[src/rtl/ips2l_pcie_dma_bar1_wr_unpack_if.sv]
// rtl/ips2l_pcie_dma_bar1_wr_unpack_if.sv - BAR1 line-write input bus and DW register-write output bus
interface ips2l_pcie_dma_bar1_wr_unpack_if #(
  parameter int ADDR_WIDTH = 9
);
  logic                  i_bar1_wr_en;
  logic [ADDR_WIDTH-1:0] i_bar1_wr_addr;
  logic [127:0]          i_bar1_wr_data;
  logic [15:0]           i_bar1_wr_byte_en;
  logic                  o_reg_wr_vld;
  logic                  i_reg_wr_rdy;
  logic [ADDR_WIDTH+1:0] o_reg_wr_addr;
  logic [31:0]           o_reg_wr_data;
  logic [3:0]            o_reg_wr_be;

  modport slave (
    input  i_bar1_wr_en, i_bar1_wr_addr, i_bar1_wr_data, i_bar1_wr_byte_en, i_reg_wr_rdy,
    output o_reg_wr_vld, o_reg_wr_addr, o_reg_wr_data, o_reg_wr_be
  );

  modport master (
    output i_bar1_wr_en, i_bar1_wr_addr, i_bar1_wr_data, i_bar1_wr_byte_en, i_reg_wr_rdy,
    input  o_reg_wr_vld, o_reg_wr_addr, o_reg_wr_data, o_reg_wr_be
  );
endinterface

[src/rtl/ips2l_pcie_dma_bar1_wr_unpack.sv]
// rtl/ips2l_pcie_dma_bar1_wr_unpack.sv - buffers 128-bit BAR1 write beats and unpacks them into serial DW writes
module ips2l_pcie_dma_bar1_wr_unpack #(
  parameter int ADDR_WIDTH      = 9,
  parameter int FIFO_DEPTH_LOG2 = 3
) (
  input  logic                                   clk,
  input  logic                                   rst_n,
  ips2l_pcie_dma_bar1_wr_unpack_if.slave         bus,
  output logic                                   o_fifo_full,
  output logic [15:0]                            o_ovf_cnt,
  input  logic                                   i_ovf_clr
);
  localparam int FIFO_DEPTH = 1 << FIFO_DEPTH_LOG2;
  localparam int ENTRY_W    = ADDR_WIDTH + 128 + 16;
  localparam logic [FIFO_DEPTH_LOG2:0] DEPTH_CNT = (FIFO_DEPTH_LOG2 + 1)'(FIFO_DEPTH);

  typedef enum logic [1:0] {IDLE, LOAD, EMIT} state_t;

  state_t state, state_next;

  logic [ENTRY_W-1:0]         mem [FIFO_DEPTH];
  logic [FIFO_DEPTH_LOG2-1:0] wr_ptr, rd_ptr;
  logic [FIFO_DEPTH_LOG2:0]   count, count_next;
  logic [ENTRY_W-1:0]         rd_entry;
  logic                       beat_live, push, pop, drop;

  logic [ADDR_WIDTH-1:0] hold_addr;
  logic [127:0]          hold_data;
  logic [15:0]           hold_be;
  logic [3:0]            dw_mask, dw_onehot, mask_rest;
  logic [1:0]            dw_idx;
  logic                  accept;

  // Full comes from the registered flag, so a drop can coincide with a pop.
  assign beat_live = bus.i_bar1_wr_en & (|bus.i_bar1_wr_byte_en);
  assign push      = beat_live & ~o_fifo_full;
  assign drop      = beat_live & o_fifo_full;
  assign pop       = (state == IDLE) && (count != '0);

  always_comb begin
    count_next = count;
    case ({push, pop})
      2'b10:   count_next = count + 1'b1;
      2'b01:   count_next = count - 1'b1;
      default: count_next = count;
    endcase
  end

  always_ff @(posedge clk) begin
    if (push) mem[wr_ptr] <= {bus.i_bar1_wr_addr, bus.i_bar1_wr_data, bus.i_bar1_wr_byte_en};
  end

  always_ff @(posedge clk) begin
    if (!rst_n) begin
      wr_ptr      <= '0;
      rd_ptr      <= '0;
      count       <= '0;
      o_fifo_full <= 1'b0;
      rd_entry    <= '0;
    end else begin
      if (push) wr_ptr <= wr_ptr + 1'b1;
      if (pop) begin
        rd_ptr   <= rd_ptr + 1'b1;
        rd_entry <= mem[rd_ptr];
      end
      count       <= count_next;
      o_fifo_full <= (count_next == DEPTH_CNT);
    end
  end

  always_ff @(posedge clk) begin
    if (!rst_n || i_ovf_clr) o_ovf_cnt <= '0;
    else if (drop && o_ovf_cnt != 16'hFFFF) o_ovf_cnt <= o_ovf_cnt + 16'd1;
  end

  always_comb begin
    dw_idx = 2'd0;
    for (int n = 3; n >= 0; n--) begin
      if (dw_mask[n]) dw_idx = 2'(n);
    end
  end

  assign dw_onehot = 4'b0001 << dw_idx;
  assign mask_rest = dw_mask & ~dw_onehot;
  assign accept    = (state == EMIT) && bus.i_reg_wr_rdy;

  always_ff @(posedge clk) begin
    if (!rst_n) state <= IDLE;
    else        state <= state_next;
  end

  always_comb begin
    state_next = state;
    case (state)
      IDLE:    if (count != '0) state_next = LOAD;
      LOAD:    state_next = EMIT;
      EMIT:    if (accept && mask_rest == 4'b0000) state_next = IDLE;
      default: state_next = IDLE;
    endcase
  end

  always_ff @(posedge clk) begin
    if (!rst_n) begin
      hold_addr <= '0;
      hold_data <= '0;
      hold_be   <= '0;
      dw_mask   <= '0;
    end else if (state == LOAD) begin
      hold_addr <= rd_entry[ENTRY_W-1 -: ADDR_WIDTH];
      hold_data <= rd_entry[143:16];
      hold_be   <= rd_entry[15:0];
      for (int n = 0; n < 4; n++) dw_mask[n] <= |rd_entry[4*n +: 4];
    end else if (accept) begin
      dw_mask <= mask_rest;
    end
  end

  always_comb begin
    bus.o_reg_wr_vld  = 1'b0;
    bus.o_reg_wr_addr = '0;
    bus.o_reg_wr_data = '0;
    bus.o_reg_wr_be   = '0;
    if (state == EMIT) begin
      bus.o_reg_wr_vld  = 1'b1;
      bus.o_reg_wr_addr = {hold_addr, dw_idx};
      bus.o_reg_wr_data = hold_data[{dw_idx, 5'b00000} +: 32];
      bus.o_reg_wr_be   = hold_be[{dw_idx, 2'b00} +: 4];
    end
  end
endmodule

[src/flat_wrapper.sv]
// flat-port wrapper written by rule: the top's interface ports become plain ports
module ips2l_pcie_dma_bar1_wr_unpack_flat 
#(
  parameter int ADDR_WIDTH      = 9,
  parameter int FIFO_DEPTH_LOG2 = 3
)
  (clk, rst_n, o_fifo_full, o_ovf_cnt, i_ovf_clr, bus_i_bar1_wr_en, bus_i_bar1_wr_addr, bus_i_bar1_wr_data, bus_i_bar1_wr_byte_en, bus_i_reg_wr_rdy, bus_o_reg_wr_vld, bus_o_reg_wr_addr, bus_o_reg_wr_data, bus_o_reg_wr_be);
  ips2l_pcie_dma_bar1_wr_unpack_if #(.ADDR_WIDTH(ADDR_WIDTH)) bus_i ();
  input  logic clk;
  input  logic rst_n;
  output logic o_fifo_full;
  output logic [15:0] o_ovf_cnt;
  input  logic i_ovf_clr;
  input wire logic [$bits(bus_i.i_bar1_wr_en)-1:0] bus_i_bar1_wr_en;
  input wire logic [$bits(bus_i.i_bar1_wr_addr)-1:0] bus_i_bar1_wr_addr;
  input wire logic [$bits(bus_i.i_bar1_wr_data)-1:0] bus_i_bar1_wr_data;
  input wire logic [$bits(bus_i.i_bar1_wr_byte_en)-1:0] bus_i_bar1_wr_byte_en;
  input wire logic [$bits(bus_i.i_reg_wr_rdy)-1:0] bus_i_reg_wr_rdy;
  output wire logic [$bits(bus_i.o_reg_wr_vld)-1:0] bus_o_reg_wr_vld;
  output wire logic [$bits(bus_i.o_reg_wr_addr)-1:0] bus_o_reg_wr_addr;
  output wire logic [$bits(bus_i.o_reg_wr_data)-1:0] bus_o_reg_wr_data;
  output wire logic [$bits(bus_i.o_reg_wr_be)-1:0] bus_o_reg_wr_be;
  assign bus_i.i_bar1_wr_en = bus_i_bar1_wr_en;
  assign bus_i.i_bar1_wr_addr = bus_i_bar1_wr_addr;
  assign bus_i.i_bar1_wr_data = bus_i_bar1_wr_data;
  assign bus_i.i_bar1_wr_byte_en = bus_i_bar1_wr_byte_en;
  assign bus_i.i_reg_wr_rdy = bus_i_reg_wr_rdy;
  assign bus_o_reg_wr_vld = bus_i.o_reg_wr_vld;
  assign bus_o_reg_wr_addr = bus_i.o_reg_wr_addr;
  assign bus_o_reg_wr_data = bus_i.o_reg_wr_data;
  assign bus_o_reg_wr_be = bus_i.o_reg_wr_be;
  ips2l_pcie_dma_bar1_wr_unpack #(.ADDR_WIDTH(ADDR_WIDTH), .FIFO_DEPTH_LOG2(FIFO_DEPTH_LOG2)) u_core (.clk(clk), .rst_n(rst_n), .bus(bus_i), .o_fifo_full(o_fifo_full), .o_ovf_cnt(o_ovf_cnt), .i_ovf_clr(i_ovf_clr));
endmodule
[config.mk]
export PLATFORM = sky130hd
export DESIGN_NAME = ips2l_pcie_dma_bar1_wr_unpack_flat
export DESIGN_NICKNAME = d
export VERILOG_FILES = /design/src/rtl/ips2l_pcie_dma_bar1_wr_unpack_if.sv /design/src/rtl/ips2l_pcie_dma_bar1_wr_unpack.sv /design/src/flat_wrapper.sv
export SDC_FILE = /design/constraint.sdc
export NUM_CORES = 2
export LEC_CHECK = 0
export ABC_AREA = 1
export ABC_CLOCK_PERIOD_IN_PS = 12600
export BUFFER_PORTS_ARGS = -buffer_cell sky130_fd_sc_hd__buf_4
export CAP_MARGIN = 20
export CORE_MARGIN = 8
export CORE_UTILIZATION = 32
export CTS_CLUSTER_SIZE = 40
export DETAILED_ROUTE_END_ITERATION = 8
export PLACE_DENSITY = 0.51
export SETUP_SLACK_MARGIN = 0.5
export SLEW_MARGIN = 20
export SYNTH_ARGS = -nofsm -noshare
export SYNTH_HDL_FRONTEND = slang
export SYNTH_SLANG_ARGS = --single-unit
[constraint.sdc]
create_clock -name clk -period 12.6 [get_ports clk]
set_clock_uncertainty 0.1 [all_clocks]
set_input_delay 1.26 -clock clk [delete_from_list [all_inputs] [get_ports clk]]
set_output_delay 1.26 -clock clk [all_outputs]
set_load 0.05 [all_outputs]
After elaboration in Yosys (flattened, before gate mapping):

Memory sizes are Yosys's and may differ from the RTL's. A register that Yosys moved wholly into a read port is not among the register bits.
Cells that the tools add are included.

* $add $sub $neg: 5
* equality and inequality tests: 8
* shift operators: 3
* multiplexer cells: 16
* bitwise logic cells: 6
* reductions and logical operators: 17

Operators by type and width (count)
* indexed part select 128 x 8 -> 32 bit: 1
* 2-to-1 mux 32 bit: 1
* adder 16 x 1 -> 16 bit, second input constant: 1
* != test 16 bit, second input constant: 1
* OR reduction 16 bit: 1
* OR reduction 4 bit: 4
* indexed part select 16 x 5 -> 4 bit: 1
* 2-to-1 mux 2 bit: 6
* 2-to-1 mux 4 bit: 3
* 2-to-1 mux 11 bit: 1
* one-hot mux 4 bit (2 select lines): 1
* adder 3 x 1 -> 3 bit, second input constant: 2
* one-hot mux 2 bit (3 select lines): 1
* adder 4 x 1 -> 4 bit, second input constant: 1
* AND 4 bit: 1
* equality test 2 x 1 -> 1 bit, second input constant: 2
* equality test 2 bit, second input constant: 2
* equality test 4 bit, second input constant: 1
* logical AND 1 bit: 4
* zero test 4 bit: 1
* != test 2 bit, second input constant: 2
* inverter 4 bit: 1
* nonzero test 4 bit: 1
* left shift 1 x 2 -> 4 bit, first input constant: 1
* 9 further kinds: 14

* bits in registers: 186
* memory bits (writable): 1224
* output and inout bits: 65
* word-level logic and storage cells: 66
* memories kept: 1

Memories
* u_core.mem: words 8, width 153, rd ports 1, clocked after Yosys merged registers in 1, wr ports 1, RTL line ips2l_pcie_dma_bar1_wr_unpack.sv:21 `logic [ENTRY_W-1:0] mem [FIFO_DEPTH];`

Logic depth before layout (Yosys ltp):

* depth in word-level cells: 11
* depth in mapped cells: 18
* depth with buffers taken out: 17

Least setup slack after synthesis:

OpenSTA, ideal clock, no wires.

* kind: input-to-reg
* from: input bus_i_bar1_wr_byte_en[15]
* to: memory u_core.mem[0][0] in the netlist's numbering (enable)
* setup time: 0.668 ns
* arrival: 8.370 ns
* setup slack: 3.462 ns
* stages: 7
* path buffers: 0
* path through: nor2_1 -> nand2_1 -> nor2_1 -> nand2_1 -> nand3b_1 -> or2_2 -> nor2_1

* cells in the longest elaborated chain, start to end: 5

RTL lines
* from (decl): RTL line flat_wrapper.sv:17 `input wire logic [$bits(bus_i.i_bar1_wr_byte_en)-1:0] bus_i_bar1_wr_byte_en;`
* OR reduction 16 bit: RTL line ips2l_pcie_dma_bar1_wr_unpack.sv:35 `assign beat_live = bus.i_bar1_wr_en & (|bus.i_bar1_wr_byte_en);`
* AND 1 bit: RTL line ips2l_pcie_dma_bar1_wr_unpack.sv:35
* AND 1 bit: RTL line ips2l_pcie_dma_bar1_wr_unpack.sv:36 `assign push = beat_live & ~o_fifo_full;`
* 2-to-1 mux 1 bit: RTL line ips2l_pcie_dma_bar1_wr_unpack.sv:50 `if (push) mem[wr_ptr] <= {bus.i_bar1_wr_addr, bus.i_bar1_wr_data, bus.i_bar1_wr_byte_en};`
* 2-to-1 mux 1 bit (not written as such): RTL line ips2l_pcie_dma_bar1_wr_unpack.sv:50
* to (decl): RTL line ips2l_pcie_dma_bar1_wr_unpack.sv:21

No other way between the ends.

Worst setup path in the final report:

* from: register u_core.dw_mask[3]
* to: output bus_o_reg_wr_be[0]

* cells in the longest elaborated chain, start to end: 6

RTL lines
* from (decl): RTL line ips2l_pcie_dma_bar1_wr_unpack.sv:30 `logic [3:0] dw_mask, dw_onehot, mask_rest;`
* from (signal assigned): RTL line ips2l_pcie_dma_bar1_wr_unpack.sv:114 `dw_mask <= mask_rest;`
* 2-to-1 mux 2 bit (4 in a row): RTL line ips2l_pcie_dma_bar1_wr_unpack.sv:79 `if (dw_mask[n]) dw_idx = 2'(n);`
* indexed part select 16 x 5 -> 4 bit: RTL line ips2l_pcie_dma_bar1_wr_unpack.sv:127 `bus.o_reg_wr_be = hold_be[{dw_idx, 2'b00} +: 4];`
* 2-to-1 mux 4 bit: RTL line ips2l_pcie_dma_bar1_wr_unpack.sv:123 `if (state == EMIT) begin`
* to (decl): RTL line flat_wrapper.sv:22 `output wire logic [$bits(bus_i.o_reg_wr_be)-1:0] bus_o_reg_wr_be;`

No other way between the ends.

==> impl_metrics.yaml <==
sta:
  hold_viol_final: 0
  slew_headroom: 0.2412
  period_minus_slack_ns: 5.119
  rsz0062_at_grt: "no"
  tightest_slew_ns: 1.136
  fin_ws_ns: 7.481
  fmax_mhz: 195.4
  fin_setup_tns_ns: 0
  maxSlewViolCount: 0
  setup_viol: 0
  finalCritPeriodShare: 0.4062
clock_network:
  cts.sinks: 1563
  cts.path.max_buffers: 3
  cts-root-buf: "clkbuf_16"
  h-tree-depth: 4
  cts.clk_slew.worst_paths_ns: 0.06
  cts_setup_buffers: 0
  cts_resized: 0
  cts_tree: "yes"
  clock_latency_ns: 0.79
  cts_buffers: 169
  ctsHoldBuffers: 0
placed_design:
  preCtsSetupSlack_ns: 6.937
  port-buffer-count: 222
  dp_cells: 7411
  globalplace.congestion: 0.7885
  dpl.hpwl_mm: 102.4
flow_run:
  maxCapViolations: 0
synthesis:
  synth_edf_count: 1224
  syn_avg_cell_area_um2: 11.92
  synth_ff_type: "edfxtp_1"
  synth_top_family_by_area: "compound AO/OA/AOI/OAI gates"
  synthXorXnorAreaFrac: 0.002053
  synth-simple-area-share: 0.08077
  ys.warnings.count: 0
  synthArstFlopShare: 0
  yosysSeqAreaShare: 0.7289
  muxShareOfSynthArea: 0.0001676
  yosysUniqueCellTypes: 33
  yosys.area_share.adder: 0.001257
  synth_nets: 5175
  ys_seq_elements: 1563
  netlist_instances: 5011
  synth_compound_area_frac: 0.1535
  synth_area_mm2: 0.05973
worst_setup_path:
  startpoint_type: "flop"
  crit_cells: 10
  setup.worst_path.class: "reg2out"
  cp_top_family: "simple AND/OR/NAND/NOR gates"
  worst-path-max-fanout: 67
  critPathBufInv: 4
  crit_path_top_delay_cell: "nor2_4"
  cpPeakStageDelay_ns: 0.94
  worstPathRequired_ns: 11.24
  reg2regPathDepth: 9
  critPathArrivalTime_ns: 3.76
  critPathCaptureType: "primary output"
  crit_path_cell_trace: "inv_1 -> o21ai_0 -> nand2_2 -> buf_4 -> nor2_4 -> nand2_1 -> o21ai_0 -> inv_1 -> a21oi_1 -> buf_4"
global_routing:
  grt_pass1_wl_mm: 261.6
  grt_pass1_vias: 37740
  grt_overflow_total: 0
  grt_max_degree: 191
  grt_antenna_before_repair: 40
  gr-usage-all-layers: 0.1726
power:
  p_int_mw: 9.887
  peakVddDrop_mv: 0.1681
  switchingPower_mw: 4.953
  p_comb_frac: 0.240
  pwr-share-clk: 0.327
  p_per_area_mw_per_mm2: 215.3
  p_seq_frac: 0.433
  p_leak_nw: 22.49
  switching_share: 0.3338
die:
  coreArea_mm2: 0.1854
  die_w_um: 448.1
  dieHeight_um: 448.1
  num_io_pins: 223
  placementRows: 158
  start_util: 0.3221
  die_area_mm2: 0.2007
final_layout:
  fin_nets: 5267
  drive_gt1_frac: 0.1039
  instances_no_fill: 7734
  syn_to_final_growth_pct: 15.39
  final_util: 0.3717
worst_hold_path:
  hp-class: "reg2reg"
  hold_path_depth: 2
drt:
  drt_wl_total_mm: 179.1
  via_per_inst: 5.066
  drc_errors: 0
  ant_nets: 0
  drt_pass1_iterations: 6
  vias: 39180
  drtIter0Drc: 3344
  wl_per_cell_um: 23.16
outcome:
  outcome: "finished, final reports clean"
metal layers:
metal / vias up / wire, um / GRT usage
met5: - / 84 / 0
met4: 12 / 5650 / 0.05727
met3: 283 / 8001 / 0.02773
met2: 939 / 87470 / 0.2922
met1: 19580 / 77880 / 0.2265
li1: 18360 / - / -
final cells by class:
cell class,instances,area (um^2)
antenna,9,22.52
clock buffer,252,4832
clock inverter,61,573.1
fill,18090,116500
inverter,87,362.8
multi-input combinational,2999,14280
sequential,1563,43550
tap,2480,3103
timing repair buffer,283,2202
power groups by stage:
stage	Combinational (mW)	Clock, mW	Sequential, mW
2_1_floorplan	2.39	0	6.43
3_3_place_gp	3.58	0	6.53
3_5_place_dp	3.62	0	6.53
4_1_cts	3.63	4.97	6.43
5_1_grt	3.96	5.17	6.48
6_report	3.56	4.85	6.43
cell usage after synthesis, types with 32 or more instances:
cell / count / area (um^2)
edfxtp_1: 1224 / 36760
nor2_1: 1063 / 3990
o21ai_0: 847 / 4239
dfxtp_1: 339 / 6787
o21ai_1: 271 / 1356
a21oi_1: 259 / 1296
clkbuf_1: 226 / 848.3
nand2_1: 168 / 630.6
o211ai_1: 153 / 1149
o22ai_1: 153 / 957.2
inv_1: 80 / 300.3
buf_2: 65 / 325.3
buf_4: 32 / 240.2
placed cells by master (no fill, tap or decap), types with 8 or more instances in the layout:
master        n
edfxtp_1   1224
nor2_1     1055
o21ai_0     847
dfxtp_1     336
buf_4       277
o21ai_1     271
a21oi_1     259
clkbuf_16   174
nand2_1     166
o22ai_1     153
o211ai_1    153
inv_1        78
clkbuf_1     57
a31oi_1      26
clkinv_2     22
clkinv_1     18
nand3_1      17
clkbuf_8     17
xor2_1       10
diode_2       9
nor2_4        9
nand4_1       9
bufinv_16     8
flip-flops by register name (all words and copies together), names as in the netlist:
| signal | flops |
|---|---|
| u_core.mem | 1224 |
| u_core.rd_entry | 153 |
| u_core.hold_data | 128 |
| u_core.hold_be | 16 |
| u_core.o_ovf_cnt | 16 |
| u_core.hold_addr | 9 |
| u_core.count | 4 |
| u_core.dw_mask | 4 |
| u_core.rd_ptr | 3 |
| u_core.wr_ptr | 3 |
| u_core.state | 2 |
| u_core.o_fifo_full | 1 |
per-stage QoR:
| stage | instance area [um^2] | hold WS [ns] | total power, mW |
|---|---|---|---|
| CTS | 68870 | 0.3553 | 15.02 |
| floorplan | 59730 | 0.3245 | 8.827 |
| finish | 68920 | 0.3512 | 14.84 |
| global placement | 63470 | 0.3396 | 10.11 |
| global route | 68920 | 0.3673 | 15.61 |
| detailed placement | 63470 | 0.3459 | 10.15 |
cells by family after synthesis:
kind of cell,count (synthesis)
fa+ha+maj,6
simple gates,1268
buf+inv,449
xor+xnor,14
mux,1
compound gates,1710
flops,1563
tightest hold or removal path, stage by stage (launching register included):
cell and delay, ns:
dfxtp_1 0.30, inv_1 0.06, a21oi_1 0.05
worst paths after layout:
path	startpoint	end	slack, ns
max	u_core.dw_mask[3]$_SDFFE_PN0P_	bus_o_reg_wr_be[0]	7.48
min	u_core.hold_addr[6]$_SDFFE_PN0P_	u_core.hold_addr[6]$_SDFFE_PN0P_	0.35
max reg2reg	u_core.rd_ptr[0]$_SDFFE_PN0P_	u_core.rd_entry[91]$_SDFFE_PN0P_	8.58
min reg2reg	u_core.hold_addr[6]$_SDFFE_PN0P_	u_core.hold_addr[6]$_SDFFE_PN0P_	0.35
Power figures use the tool's default switching activity.
